File: src/rtl/keccak_masked_pkg.sv
// Shared sizing helpers for the masked Keccak chi/iota datapath and its randomness stage.
package keccak_masked_pkg;

    // Fresh-mask bits needed by one S-box evaluation: one 5-bit slot per share pair.
    function automatic int z_width(input int shares);
        return ((shares * shares - shares) / 32'sd2) * 32'sd5;
    endfunction

    function automatic int z_need(input int shares, input int less_rand);
        return (less_rand != 32'sd0) ? (z_width(shares) - 32'sd5) : z_width(shares);
    endfunction

    function automatic int words_per_z(input int need, input int rand_w);
        return (need + rand_w - 32'sd1) / rand_w;
    endfunction

endpackage

File: src/rtl/keccak_rand_fifo.sv
// Generic synchronous FIFO for Z vectors; KECCAK_RAND_ZEROIZE_EN clears slots once consumed.
module keccak_rand_fifo #(
    parameter int WIDTH = 50,
    parameter int DEPTH = 4,
    localparam int LVL_W = $clog2(DEPTH + 1)
) (
    input  logic             ClkxCI,
    input  logic             RstxRBI,
    input  logic             PushxSI,
    input  logic [WIDTH-1:0] DataxDI,
    input  logic             PopxSI,
    output logic [WIDTH-1:0] DataxDO,
    output logic             FullxSO,
    output logic             EmptyxSO,
    output logic [LVL_W-1:0] LevelxDO
);

    localparam int PTR_W = $clog2(DEPTH);

    logic [WIDTH-1:0] mem_r [DEPTH];
    logic [PTR_W-1:0] wr_ptr_r;
    logic [PTR_W-1:0] rd_ptr_r;
    logic [LVL_W-1:0] level_r;
    logic             push_ok_s;
    logic             pop_ok_s;

    assign FullxSO   = (level_r == LVL_W'(DEPTH));
    assign EmptyxSO  = (level_r == LVL_W'(0));
    assign LevelxDO  = level_r;
    assign push_ok_s = PushxSI & ~FullxSO;
    assign pop_ok_s  = PopxSI & ~EmptyxSO;

`ifdef KECCAK_RAND_ZEROIZE_EN
    assign DataxDO = EmptyxSO ? {WIDTH{1'b0}} : mem_r[rd_ptr_r];
`else
    assign DataxDO = mem_r[rd_ptr_r];
`endif

    // Storage and pointers; a push never targets the popped slot since full blocks pushes.
    always_ff @(posedge ClkxCI or negedge RstxRBI) begin
        if (!RstxRBI) begin
            for (int i = 0; i < DEPTH; i++) begin
                mem_r[i] <= '0;
            end
            wr_ptr_r <= '0;
            rd_ptr_r <= '0;
        end else begin
            if (pop_ok_s) begin
`ifdef KECCAK_RAND_ZEROIZE_EN
                mem_r[rd_ptr_r] <= '0;
`endif
                rd_ptr_r <= rd_ptr_r + PTR_W'(1);
            end
            if (push_ok_s) begin
                mem_r[wr_ptr_r] <= DataxDI;
                wr_ptr_r        <= wr_ptr_r + PTR_W'(1);
            end
        end
    end

    // Occupancy count; simultaneous push and pop leaves it unchanged.
    always_ff @(posedge ClkxCI or negedge RstxRBI) begin
        if (!RstxRBI) begin
            level_r <= '0;
        end else begin
            case ({push_ok_s, pop_ok_s})
                2'b10:   level_r <= level_r + LVL_W'(1);
                2'b01:   level_r <= level_r - LVL_W'(1);
                default: level_r <= level_r;
            endcase
        end
    end

endmodule

File: src/rtl/keccak_rand_buffer.sv
// Packs PRNG words into complete fresh-mask Z vectors and buffers them for the masked S-box.
// Optional build macro: KECCAK_RAND_ZEROIZE_EN (clear consumed slots and the accumulator).
module keccak_rand_buffer
    import keccak_masked_pkg::*;
#(
    parameter int SHARES    = 5,
    parameter int LESS_RAND = 0,
    parameter int RAND_W    = 32,
    parameter int DEPTH     = 4,
    localparam int Z_W      = z_width(SHARES),
    localparam int LVL_W    = $clog2(DEPTH + 1)
) (
    input  logic              ClkxCI,
    input  logic              RstxRBI,
    input  logic [RAND_W-1:0] RandxDI,
    input  logic              RandValidxSI,
    output logic              RandReadyxSO,
    output logic [Z_W-1:0]    ZxDO,
    output logic              ZValidxSO,
    input  logic              ZReadyxSI,
    output logic [LVL_W-1:0]  LevelxDO
);

    localparam int NEED  = z_need(SHARES, LESS_RAND);
    localparam int WPZ   = words_per_z(NEED, RAND_W);
    localparam int CNT_W = (WPZ > 1) ? $clog2(WPZ) : 1;
    localparam int ACC_W = WPZ * RAND_W;
    localparam logic [CNT_W-1:0] LAST_CNT = CNT_W'(WPZ - 1);

    logic [CNT_W-1:0] cnt_r;
    logic [ACC_W-1:0] acc_r;
    logic [ACC_W-1:0] full_s;
    logic [Z_W-1:0]   z_s;
    logic             last_s;
    logic             take_s;
    logic             push_s;
    logic             fifo_full_s;
    logic             fifo_empty_s;

    assign last_s       = (cnt_r == LAST_CNT);
    // Depends on registered state only, so no path from ZReadyxSI.
    assign RandReadyxSO = ~last_s | ~fifo_full_s;
    assign take_s       = RandValidxSI & RandReadyxSO;
    assign push_s       = take_s & last_s;
    assign ZValidxSO    = ~fifo_empty_s;

    // Assemble the vector with the incoming last word; bits at or above NEED are dropped.
    always_comb begin
        full_s = acc_r;
        full_s[ACC_W-1 -: RAND_W] = RandxDI;
        z_s = '0;
        z_s[NEED-1:0] = full_s[NEED-1:0];
    end

    // Word counter and partial-vector accumulator.
    always_ff @(posedge ClkxCI or negedge RstxRBI) begin
        if (!RstxRBI) begin
            cnt_r <= '0;
            acc_r <= '0;
        end else if (take_s) begin
            if (last_s) begin
                cnt_r <= '0;
`ifdef KECCAK_RAND_ZEROIZE_EN
                acc_r <= '0;
`endif
            end else begin
                cnt_r <= cnt_r + CNT_W'(1);
                acc_r[cnt_r * RAND_W +: RAND_W] <= RandxDI;
            end
        end
    end

    keccak_rand_fifo #(
        .WIDTH (Z_W),
        .DEPTH (DEPTH)
    ) u_fifo (
        .ClkxCI   (ClkxCI),
        .RstxRBI  (RstxRBI),
        .PushxSI  (push_s),
        .DataxDI  (z_s),
        .PopxSI   (ZReadyxSI),
        .DataxDO  (ZxDO),
        .FullxSO  (fifo_full_s),
        .EmptyxSO (fifo_empty_s),
        .LevelxDO (LevelxDO)
    );

endmodule

File: config.mk
export PLATFORM = sky130hd
export DESIGN_NAME = keccak_rand_buffer
export DESIGN_NICKNAME = d
export VERILOG_FILES = /design/src/rtl/keccak_masked_pkg.sv /design/src/rtl/keccak_rand_fifo.sv /design/src/rtl/keccak_rand_buffer.sv
export SDC_FILE = /design/constraint.sdc
export NUM_CORES = 1
export LEC_CHECK = 0
export CAP_MARGIN = 30
export CORE_MARGIN = 1.5
export CORE_UTILIZATION = 45
export CTS_CLUSTER_DIAMETER = 120
export DETAILED_ROUTE_END_ITERATION = 10
export RECOVER_POWER = 50
export SKIP_CTS_REPAIR_TIMING = 1
export SLEW_MARGIN = 20
export SYNTH_ARGS = -nofsm -noshare
export SYNTH_HDL_FRONTEND = slang
export SYNTH_SLANG_ARGS = --single-unit
File: constraint.sdc
create_clock -name ClkxCI -period 5.5 [get_ports ClkxCI]
set_clock_uncertainty 0.05 [all_clocks]
set_input_delay 0.55 -clock ClkxCI [delete_from_list [all_inputs] [get_ports ClkxCI]]
set_output_delay 0.55 -clock ClkxCI [all_outputs]
set_load 0.02 [all_outputs]
# == After elaboration in Yosys (flattened, before gate mapping) ==
# Index checks and enable logic that the tools add are counted.
# op_classes
addsub,6
magnitude_cmp,3
eq_ne,3
shifts,2
muxes,9
bitwise,10
reduce_logical,4
# ops
operator,n
200-bit bitwise mux,1
50-bit 2-to-1 mux,3
50-bit binary-select mux with 2-bit select,1
50-bit demux with 2-bit select,1
64-bit bitwise mux,1
"32-bit by 34-bit variable shift with 64-bit output, first input constant",1
32-bit by 34-bit variable part select with 64-bit output,1
6-bit negator with 34-bit output,1
"3-bit greater-or-equal comparator, second input constant",2
2-bit NOT with 3-bit output,2
3-bit case mux with 2 select lines,1
"2-bit by 1-bit adder with 2-bit output, second input constant",2
1-bit AND,4
"3-bit by 1-bit adder with 3-bit output, second input constant",1
"3-bit == test, second input constant",1
3-bit zero test,1
"3-bit by 1-bit less-than comparator with 1-bit output, second input constant",1
1-bit NOT,3
"3-bit by 1-bit subtractor with 3-bit output, second input constant",1
"2-bit by 1-bit == test with 1-bit output, second input constant",1
"2-bit == test, second input constant",1
2-bit AND reduction,1
2-bit nonzero test,1
"1-bit adder, second input constant",1
3 further kinds,3
# word_totals
ff_bits,272
input_bits,36
wordCells,46

# == Logic depth before layout (Yosys ltp) ==
# Gate-level depths: netlist (run 1).
# logic_depth
word_depth,8
ltp_mapped,9
mapped_depth_nobuf,9

# == By module ==
# Synthesis (run 1) repeated with hierarchy kept, for this count alone.
# hier_totals
cells_unflattened,597
area_unflattened_um2,10496.3
# modules_own_cells
mod,instances,cells_per_inst,area_each_um2,seq_area_each_um2
keccak_rand_fifo,1,522,9087.5,5180.0
keccak_rand_buffer,1,75,1408.9,825.8

# == Least setup slack after synthesis (run 1) ==
# Ideal clock, no wire load.
# synth_timing
path_type,register to register
from,register u_fifo.level_r[2] (netlist: u_fifo.LevelxDO[2])
to,register u_fifo.level_r[2] (netlist: u_fifo.LevelxDO[2])
setup_time_ns,0.080
arrival_time_ns,2.024
required_ns,5.370
setup_slack_ns,3.346
stages_incl_launch_ff,10
n_path_buf,0
synth_period_minus_slack_ns,2.154
cell_sequence,dfrtp_1 > nor3b_4 > nor2_1 > inv_1 > ha_1 > inv_1 > fa_1 > xor2_1 > nor2_1 > xor2_1
# synth_via
elab_chain_len,8
# synth_lines
element,line,text
start: declaration,keccak_rand_fifo.sv:23,logic [LVL_W-1:0] level_r;
start signal: assignment,keccak_rand_fifo.sv:67,2'b10: level_r <= level_r + LVL_W'(1);
start signal: assignment,keccak_rand_fifo.sv:68,2'b01: level_r <= level_r - LVL_W'(1);
start signal: assignment,keccak_rand_fifo.sv:69,default: level_r <= level_r;
3-bit == test,keccak_rand_fifo.sv:27,assign FullxSO = (level_r == LVL_W'(DEPTH));
1-bit NOT,"keccak_rand_fifo.sv:30, keccak_rand_buffer.sv:42",
1-bit OR,keccak_rand_buffer.sv:42,assign RandReadyxSO = ~last_s | ~fifo_full_s;
1-bit AND,keccak_rand_buffer.sv:43,assign take_s = RandValidxSI & RandReadyxSO;
1-bit AND,keccak_rand_buffer.sv:44,assign push_s = take_s & last_s;
1-bit AND,keccak_rand_fifo.sv:30,assign push_ok_s = PushxSI & ~FullxSO;
2-bit by 1-bit == test with 1-bit output or 2-bit == test (tied branches),keccak_rand_fifo.sv:66,"case ({push_ok_s, pop_ok_s})"
3-bit case mux with 2 select lines or 2-bit nonzero test (tied branches),n/a,
# Parallel ways exist; a longest one is shown, timed or not.
# A chain may end at the register's enable or synchronous reset.

# == Final worst setup path (run 1) ==
# layout_timing
from,register u_fifo.rd_ptr_r[0]
to,output ZxDO[15]
# layout_via
elab_chain_len,4
# layout_lines
element,line,text
start: declaration,keccak_rand_fifo.sv:22,logic [PTR_W-1:0] rd_ptr_r;
start signal: assignment,keccak_rand_fifo.sv:52,rd_ptr_r <= rd_ptr_r + PTR_W'(1);
2-bit NOT with 3-bit output (not written as such),keccak_rand_fifo.sv:36,assign DataxDO = mem_r[rd_ptr_r];
50-bit binary-select mux with 2-bit select,keccak_rand_fifo.sv:36,
50-bit 2-to-1 mux (not written as such) (2 in series),keccak_rand_fifo.sv:36,
end: declaration,keccak_rand_buffer.sv:18,"output logic [Z_W-1:0] ZxDO,"
# No other way between the ends. The select of a mux whose other input is x is not followed.

==> results.txt, run 1 <==
* Result of the run: finished, violations left
- Violated checks: negative hold slack, max-capacitance violations, max-slew violations
- Type of the most critical hold path: input port to async pin
- DPL Wire Length: around 13000 um
- Core utilization of the finished layout: 0.546
- The floorplan has 55 rows.
* Effective utilization at floorplan: 0.458
* Total area of multi-input combinational cells: 4030 um2
* Total Wirelength: 21400 um
- Core Region: 22600 um2
- Cell internal power was estimated by the tool at 0.00586 W.
- For this design the top-level I/O count stands at between 90 and 100.
* Most frequent standard cell in the layout excluding fill and tap cells: sky130_fd_sc_hd__dfrtp_1
- Input and output buffers added on the ports amount to 90.
- Share of post-route cells with drive strength above 1: 0.482
* Number of iterations in the first detailed-routing pass: 4
- The max-slew violation count is 7.
- Across the run, the number of max-cap violations was 1.
- Clock insertion delay at the later pin of the skew report: 0.53 ns
* Mapped Avg Cell Area: ~17 um2
- The initial antenna violation count was 0.
* Via density: 5.43
- The Yosys step of the flow raised 0 warnings.
- The number of nets in the synthesized netlist is 635.
* Number of cells traversed by the worst register-to-register path: 9
- Leakage power: 5.10 nW
* Antenna diode count: 0
- Worst-case setup margin in the final layout: about 1.7 ns
- Relative to the synthesized area, the layout overhead comes to 19.2%.
* Total number of vias: ~5400
* CTS Root Buffer Type: sky130_fd_sc_hd__clkbuf_16
* Met2 usage: 0.309
- In this run the most used layer during global routing was met2.
- Width of the chip: 155 um
- Clock Sink Count: 240
* Largest voltage drop on the vdd net: 0.337 mV
* Global-route wire length before repair: 34800 um
- Count of mapped cells out of synthesis: between 500 and 600
* Die footprint: 23900 um2
- The library cells used most frequently in the layout, excluding fill and tap cells, are 239 x sky130_fd_sc_hd__dfrtp_1, 231 x sky130_fd_sc_hd__mux2_2, 88 x sky130_fd_sc_hd__clkdlybuf4s50_1, 50 x sky130_fd_sc_hd__mux4_2, 27 x sky130_fd_sc_hd__clkbuf_16.
- Reg-to-reg setup timing slack: 1.82 ns
* Part of the total power dissipated in the clock network: 0.197
- After clock tree synthesis, the clock-pin slew on the worst setup and hold paths is around 0.060 ns.
- In this run the deepest clock path goes through 3 buffers.
- Hold Vio Cnt, Final: 29
- Dividing the detail-routed wire length by the instance count gives 21.5 um.
- In this run the critical register-to-register path is launched from u_fifo.LevelxDO[0].
* Final Hold Slack: -0.0322 ns
* Routing usage on met3: 0.0345
- Data on the critical path is required at its endpoint by 4.90 ns.
- Count of nets after finishing: 732
- Clock tree from TritonCTS: yes
* Headroom to the max-slew limit: -0.201
- The synthesized design contains 240 register bits.
* Grt met1 use: 0.260
- CTS H-tree lvls: 1
- In the finished design, the share of the clock period the worst path needs comes to 0.697.
- The share of total power dissipated in combinational logic is 0.426.
* Share of the yosys chip area belonging to registers: 0.581
- The number of clock buffers added by TritonCTS is 27.
- Of all nets on the critical path, the largest fanout is 32.
- FF+latch area: 6010 um2
- Count of routing violations after the opening detailed-route iteration: 189
- Setup repair after global routing left no endpoint under its margin.
* Critical path startpoint category: flop
- Die height: 155 um
- In this run the power density over the cells is 704 nW/um2.
- Final Wtd Congestion: 0.701
- Overflow left after global routing: 0
- The count of nets left with antenna violations once routing finished came out at 0.
* Maximum frequency from static timing analysis: 261 MHz
- Pin count of the biggest net entering global routing: 151
* Global Route Usage Sum: 0.187
- Final critical path time including I/O delays and setup: 3.83 ns
- For the pin with the worst max-slew slack, the measured transition is roughly 1.8 ns.
* Power dissipated by switching net loads: 0.00281 W
- End of the worst register-to-register path: u_fifo.LevelxDO[2]
- The layout has 1784 filler cells.
* Fraction of power spent switching nets: 0.324
* Final setup TNS: 0 ns
- The number of different library cells used by synthesis comes to 20.
- Type of the worst setup path: flop to output port
- Critical path capture point type: output port
* Data arrival at the endpoint of the critical path: 3.23 ns
- The cell area that synthesis handed to floorplanning was roughly 10000 um2.
- For this run, design rule violations remaining after detail routing come to 0.
* Final Setup Violations: 0
- The via count of the first global-routing pass is 6200.
* Post-place setup slack: about 2.3 ns
* Sequential share of power: 0.377
## per-layer routing
layer | routed length (um) | vias up
met4 | 417 | 0
met2 | 10300 | 85
met3 | 831 | 28
met1 | 9860 | 2906
met5 | 0 | -
li1 | - | 2376
## how the worst max path moves through the flow
stage                            start                 end  slack (ns)  cells past startpoint
detailed placement  u_fifo.rd_ptr_r[0]            ZxDO[15]        2.25                      3
global placement    u_fifo.rd_ptr_r[0]            ZxDO[15]        2.27                      3
global route        u_fifo.rd_ptr_r[0]            ZxDO[47]        1.43                      4
finish              u_fifo.rd_ptr_r[0]            ZxDO[15]        1.67                      4
CTS                 u_fifo.rd_ptr_r[0]            ZxDO[42]        1.66                      3
floorplan           u_fifo.LevelxDO[2]  u_fifo.LevelxDO[2]        3.35                      9
## power by group through the flow
stage	clock network (W)	registers, W	logic (W)
after CTS	0.00175	0.00336	0.00367
after floorplan	0	0.00305	0.00258
final	0.00171	0.00327	0.00369
after global placement	0	0.00333	0.00353
after global routing	0.00182	0.00340	0.00395
after detailed placement	0	0.00338	0.00366
## area by class of cell
class                           count  share of cell area
Clock inverter                      3             0.00183
Timing Repair Buffer              104              0.0860
Multi-Input combinational cell    311               0.327
Sequential cell                   240               0.487
Tap cell                          285              0.0289
Clock buffer                       44              0.0673
Inverter                            6             0.00183
## registers in the layout, summed over array words and instances, names as in the netlist
name             cells
u_fifo.rd_ptr_r      2
u_fifo.LevelxDO      3
u_fifo.wr_ptr_r      2
acc_r               32
u_fifo.mem_r       200
cnt_r                1
## cells in the mapped netlist, drive strengths merged
cell type	count	area [um2]
xor2	3	26.3
nand2	3	11.3
mux2i	1	10.0
nand2b	1	6.26
dfrtp	240	6010
clkbuf	7	26.3
ha	5	62.6
nor3b	5	68.8
o31a	1	10.0
fa	1	20.0
buf	29	270
nor2	4	15.0
mux4	50	1130
inv	6	22.5
or3	1	7.51
xnor2	3	26.3
mux2	233	2620
## worst max-delay path, cell delays in order (launching register included)
cell	delay, ns
sky130_fd_sc_hd__dfrtp_1	0.92
sky130_fd_sc_hd__buf_16	0.34
sky130_fd_sc_hd__buf_4	0.32
sky130_fd_sc_hd__mux4_2	0.55
sky130_fd_sc_hd__clkdlybuf4s50_1	0.56
## logic make-up (layout without fill, tap and decap cells)
family / Yosys count / in the layout / synth area share
and+or+nand+nor: 14 / 14 / 0.0105
xor gates and xnor gates: 6 / 6 / 0.00508
buffers and inverters: 42 / 157 / 0.0309
muxes: 284 / 284 / 0.364
adders and majority gates: 6 / 6 / 0.00799
DFF: 240 / 240 / 0.581
AOI/OAI and AO/OA: 1 / 1 / 0.000968
## per-stage QoR
step                      total power [W]  cell area, um2  hold slack, ns  cells
after floorplan                   0.00563           10300           0.204    593
after global placement            0.00686           11400           0.433    944
after detailed placement          0.00704           11500           0.440    945
after CTS                         0.00878           12300        0.000330    992
after global routing              0.00917           12300          0.0280    993
final                             0.00867           12300         -0.0322    993
Note: power is estimated with default switching activity, not from simulation.
==> run 2: changes to the inputs <==
--- a/config.mk
+++ b/config.mk
@@ -10,6 +10,7 @@
 export CORE_UTILIZATION = 45
 export CTS_CLUSTER_DIAMETER = 120
 export DETAILED_ROUTE_END_ITERATION = 10
+export PLACE_DENSITY = 0.67
 export RECOVER_POWER = 50
 export SKIP_CTS_REPAIR_TIMING = 1
 export SLEW_MARGIN = 20
==> constraint.sdc (replaced) <==
create_clock -name ClkxCI -period 3.2 [get_ports ClkxCI]
set_clock_uncertainty 0.05 [all_clocks]
set_input_delay 0.32 -clock ClkxCI [delete_from_list [all_inputs] [get_ports ClkxCI]]
set_output_delay 0.32 -clock ClkxCI [all_outputs]
set_load 0.02 [all_outputs]
==> run 2 against run 1 <==
- the flow finishes with violations (max-capacitance violations, max-slew violations)
- cell count grew 0.30%
- sequential share of layout area shrank 0.57 points
- via count increased by 1.8%
- combinational power is 72% higher
- critical path type unchanged
- critical endpoint is now ZxDO[2]
- largest cell class unchanged
==> results.txt, run 2 (synthesized netlist as in run 1, its figures left out) <==
- Critical path's top delay family: buffers and inverters (unchanged)
- Antenna diode count: 0 (unchanged)
- The slowest library cell on the worst path was sky130_fd_sc_hd__dfrtp_4 (was sky130_fd_sc_hd__dfrtp_1).
- The placed wire-length estimate was 12500 um (was 13200 um).
- The largest net degree at the start of global routing was 103 (was 151).
* Via density: 5.52 (was 5.43)
- Violated checks: max-capacitance violations, max-slew violations (was negative hold slack, max-capacitance violations, max-slew violations).
* Via count of the first global-routing pass: 6313 (was 6200)
- The power density over the cells came to 1230 nW/um2 (was 704 nW/um2).
- Setup repair after global routing missed its margin: no (unchanged)
- The area overhead of the layout relative to synthesis came to 20.7% (was 19.2%).
- The post-detailed-route DRC marker count is 0 (unchanged).
- Filler Cell Count: 1804 (was 1784)
* Type of the most critical hold path: input port to flop (was input port to async pin)
* Critical path startpoint category: flop (unchanged)
- Clock tree from TritonCTS: yes (unchanged)
* Power dissipated by switching net loads: 0.00490 W (was 0.00281 W)
* Core Region: 22600 um2 (unchanged)
* Sequential share of power: 0.368 (was 0.377)
* Data arrival at the endpoint of the critical path: 2.67 ns (was 3.23 ns)
- Width of the chip: 155 um (unchanged)
- The worst IR drop on VDD came to 0.728 mV (was 0.337 mV).
* Largest register by flop count: u_fifo.mem_r (unchanged)
* Cell-internal power: 0.0105 W (was 0.00586 W)
- Critical-path maximum fanout: 27 (was 32)
* Delay of the slowest critical-path stage: 0.67 ns (was 0.92 ns)
- Worst-path clk slew: 0.06 ns (about the same)
- The total wire length after detailed routing came to 20800 um (was 21400 um).
- Hold Vio Cnt, Final: 0 (was 29)
- The number of levels in the clock H-tree is 1 (unchanged).
- Total power: 0.0154 W (was 0.00867 W)
* Final setup TNS: 0 ns (unchanged)
* Critical Path, Cell by Cell: buf_12, mux4_2, clkdlybuf4s50_1 (was buf_16, buf_4, mux4_2, clkdlybuf4s50_1)
* Period utilisation layout: 0.951
- The number of endpoints failing setup at the final stage is 0 (unchanged).
- The required time at the endpoint of the critical path is 2.83 ns (was 4.90 ns).
- The number of CTS-inserted buffers is 27 (unchanged).
- Result of the run: finished, violations left (unchanged).
* Leakage power: 5.16 nW (was 5.10 nW)
- The share of total power in combinational logic came to 0.414 (was 0.426).
- The top routing layer in use was met4 (unchanged).
* Initial antenna violation count: 0 (unchanged)
- Final slew viol count: 99 (was 7)
* Number of flip-flops in the largest register: 200 (unchanged)
- Most frequent standard cell in the layout excluding fill and tap cells: sky130_fd_sc_hd__dfrtp_1 (unchanged)
- The number of cell rows came to 55 (unchanged).
- The clock sink count is 240 (unchanged).
- The y dimension of the die came to 155 um (unchanged).
* Final critical path time including I/O delays and setup: 3.04 ns
- Count of routing violations after the opening detailed-route iteration: 178 (was 189)
- The number of buffers on the longest clock path came to 3 (unchanged).
- The number of search-and-repair iterations in the first detailed-routing pass was 4 (unchanged).
* Share of post-route cells with drive strength above 1: 0.491 (was 0.482)
- Detailed route wirelength on metal2: 10500 um (was 10300 um)
- Wire per inst: 20.9 um (was 21.5 um)
- Die footprint: 23900 um2 (unchanged)
- Count of nets after finishing: 734 (was 732)
- Global-route wire length before repair: 34400 um (was 34800 um)
* Effective utilization at floorplan: 0.458 (unchanged)
- Clock insertion delay at the later pin of the skew report: 0.53 ns (about the same)
* Maximum frequency from static timing analysis: 329 MHz
- Headroom to the max-slew limit: -0.118 (was -0.201)
- The number of I/O port buffers is 90 (unchanged).
- The last weighted congestion value of the routability-driven placer came to 0.709 (was 0.701).
- The switching share of power came to 0.319 (was 0.324).
- The global-route total usage across every layer came to 0.184 (was 0.187).
- The total congestion overflow after global routing is 0 (unchanged).
- Total number of vias: 5494 (was 5395)
- Type of the worst setup path: flop to output port (unchanged)
* Met3 Routed Length: 890 um (was 831 um)
- CTS Root Buffer Type: sky130_fd_sc_hd__clkbuf_16 (unchanged)
- The number of buffers and inverters on the critical path came to 2 (was 3).
- Part of the total power dissipated in the clock network: 0.219 (was 0.197)
- The number of nets with antenna violations after routing was 0 (unchanged).
- Final Hold Slack: 0.351 ns (was -0.0322 ns)
- Highest-count cells in the layout ignoring fill and taps: 238 x sky130_fd_sc_hd__dfrtp_1, 231 x sky130_fd_sc_hd__mux2_2, 89 x sky130_fd_sc_hd__clkdlybuf4s50_1, 50 x sky130_fd_sc_hd__mux4_2, 27 x sky130_fd_sc_hd__clkbuf_16 (was 239 x sky130_fd_sc_hd__dfrtp_1, 231 x sky130_fd_sc_hd__mux2_2, 88 x sky130_fd_sc_hd__clkdlybuf4s50_1, 50 x sky130_fd_sc_hd__mux4_2, 27 x sky130_fd_sc_hd__clkbuf_16).
- Detailed-routing wirelength on met1: 9020 um (was 9860 um)
- The number of maximum-capacitance violations came to 1 (unchanged).
- Worst Max-Slew Pin Slew: 1.68 ns (was 1.80 ns)
- The I/O pin count was 91 (unchanged).
- Critical path capture point type: output port (unchanged)
[run 2: cell count changes in the layout (fill, tap and decap cells not counted), moves of 2 or more]
cell and change:
sky130_fd_sc_hd__buf_12 +4, sky130_fd_sc_hd__buf_16 -2, sky130_fd_sc_hd__buf_4 -4, sky130_fd_sc_hd__bufinv_16 +6
sky130_fd_sc_hd__clkbuf_1 -5, sky130_fd_sc_hd__clkbuf_8 -5, sky130_fd_sc_hd__clkinv_2 +5, sky130_fd_sc_hd__clkinvlp_4 +2
sky130_fd_sc_hd__inv_6 -2
[run 2: final cells by class]
| cell class | instances | area [um2] | share of cell area |
|---|---|---|---|
| Clock buffer | 33 | 738 | 0.0592 |
| Inverter | 6 | 22.5 | 0.00180 |
| Multi-Input combinational cell | 311 | 4030 | 0.323 |
| Timing Repair Buffer | 106 | 1080 | 0.0864 |
| Sequential cell | 240 | 6010 | 0.482 |
| Tap cell | 285 | 357 | 0.0286 |
| Clock inverter | 15 | 245 | 0.0197 |
[run 2: worst paths after layout]
kind,from,end,slack (ns),cells past startpoint
hold / removal,RandxDI[30],acc_r[30],0.35,2
hold reg to reg,u_fifo.mem_r[116],u_fifo.mem_r[116],0.45,1
setup / recovery,u_fifo.rd_ptr_r[0],ZxDO[2],0.16,3
max in group asynchronous,RstxRBI,u_fifo.mem_r[160],0.56,3
min in group asynchronous,RstxRBI,u_fifo.mem_r[124],0.36,2
setup reg to reg,u_fifo.LevelxDO[2],u_fifo.mem_r[26],0.71,4
[run 2: metrics by stage]
step                instances  worst slack [ns]  instance area, um2   util
floorplan                 593              1.05               10300      -
global placement          947             0.665               11500  0.511
detailed placement        947             0.627               11500  0.511
CTS                       995            0.0848               12500  0.555
global route              996           0.00447               12500  0.553
finish                    996             0.157               12500  0.553
[run 2: layer usage]
layer / vias up / GRT usage
met3: 26 / 0.0339
met2: 96 / 0.312
li1: 2387 / -
met4: 0 / 0.0453
met1: 2985 / 0.247
met5: - / 0
[run 2: power by group through the flow]
stage / combinational (W) / sequential [W] / clock, W
after floorplan: 0.00444 / 0.00524 / 0
after global placement: 0.00632 / 0.00553 / 0
after detailed placement: 0.00645 / 0.00569 / 0
after CTS: 0.00649 / 0.00565 / 0.00344
after global routing: 0.00679 / 0.00587 / 0.00355
final: 0.00635 / 0.00565 / 0.00336
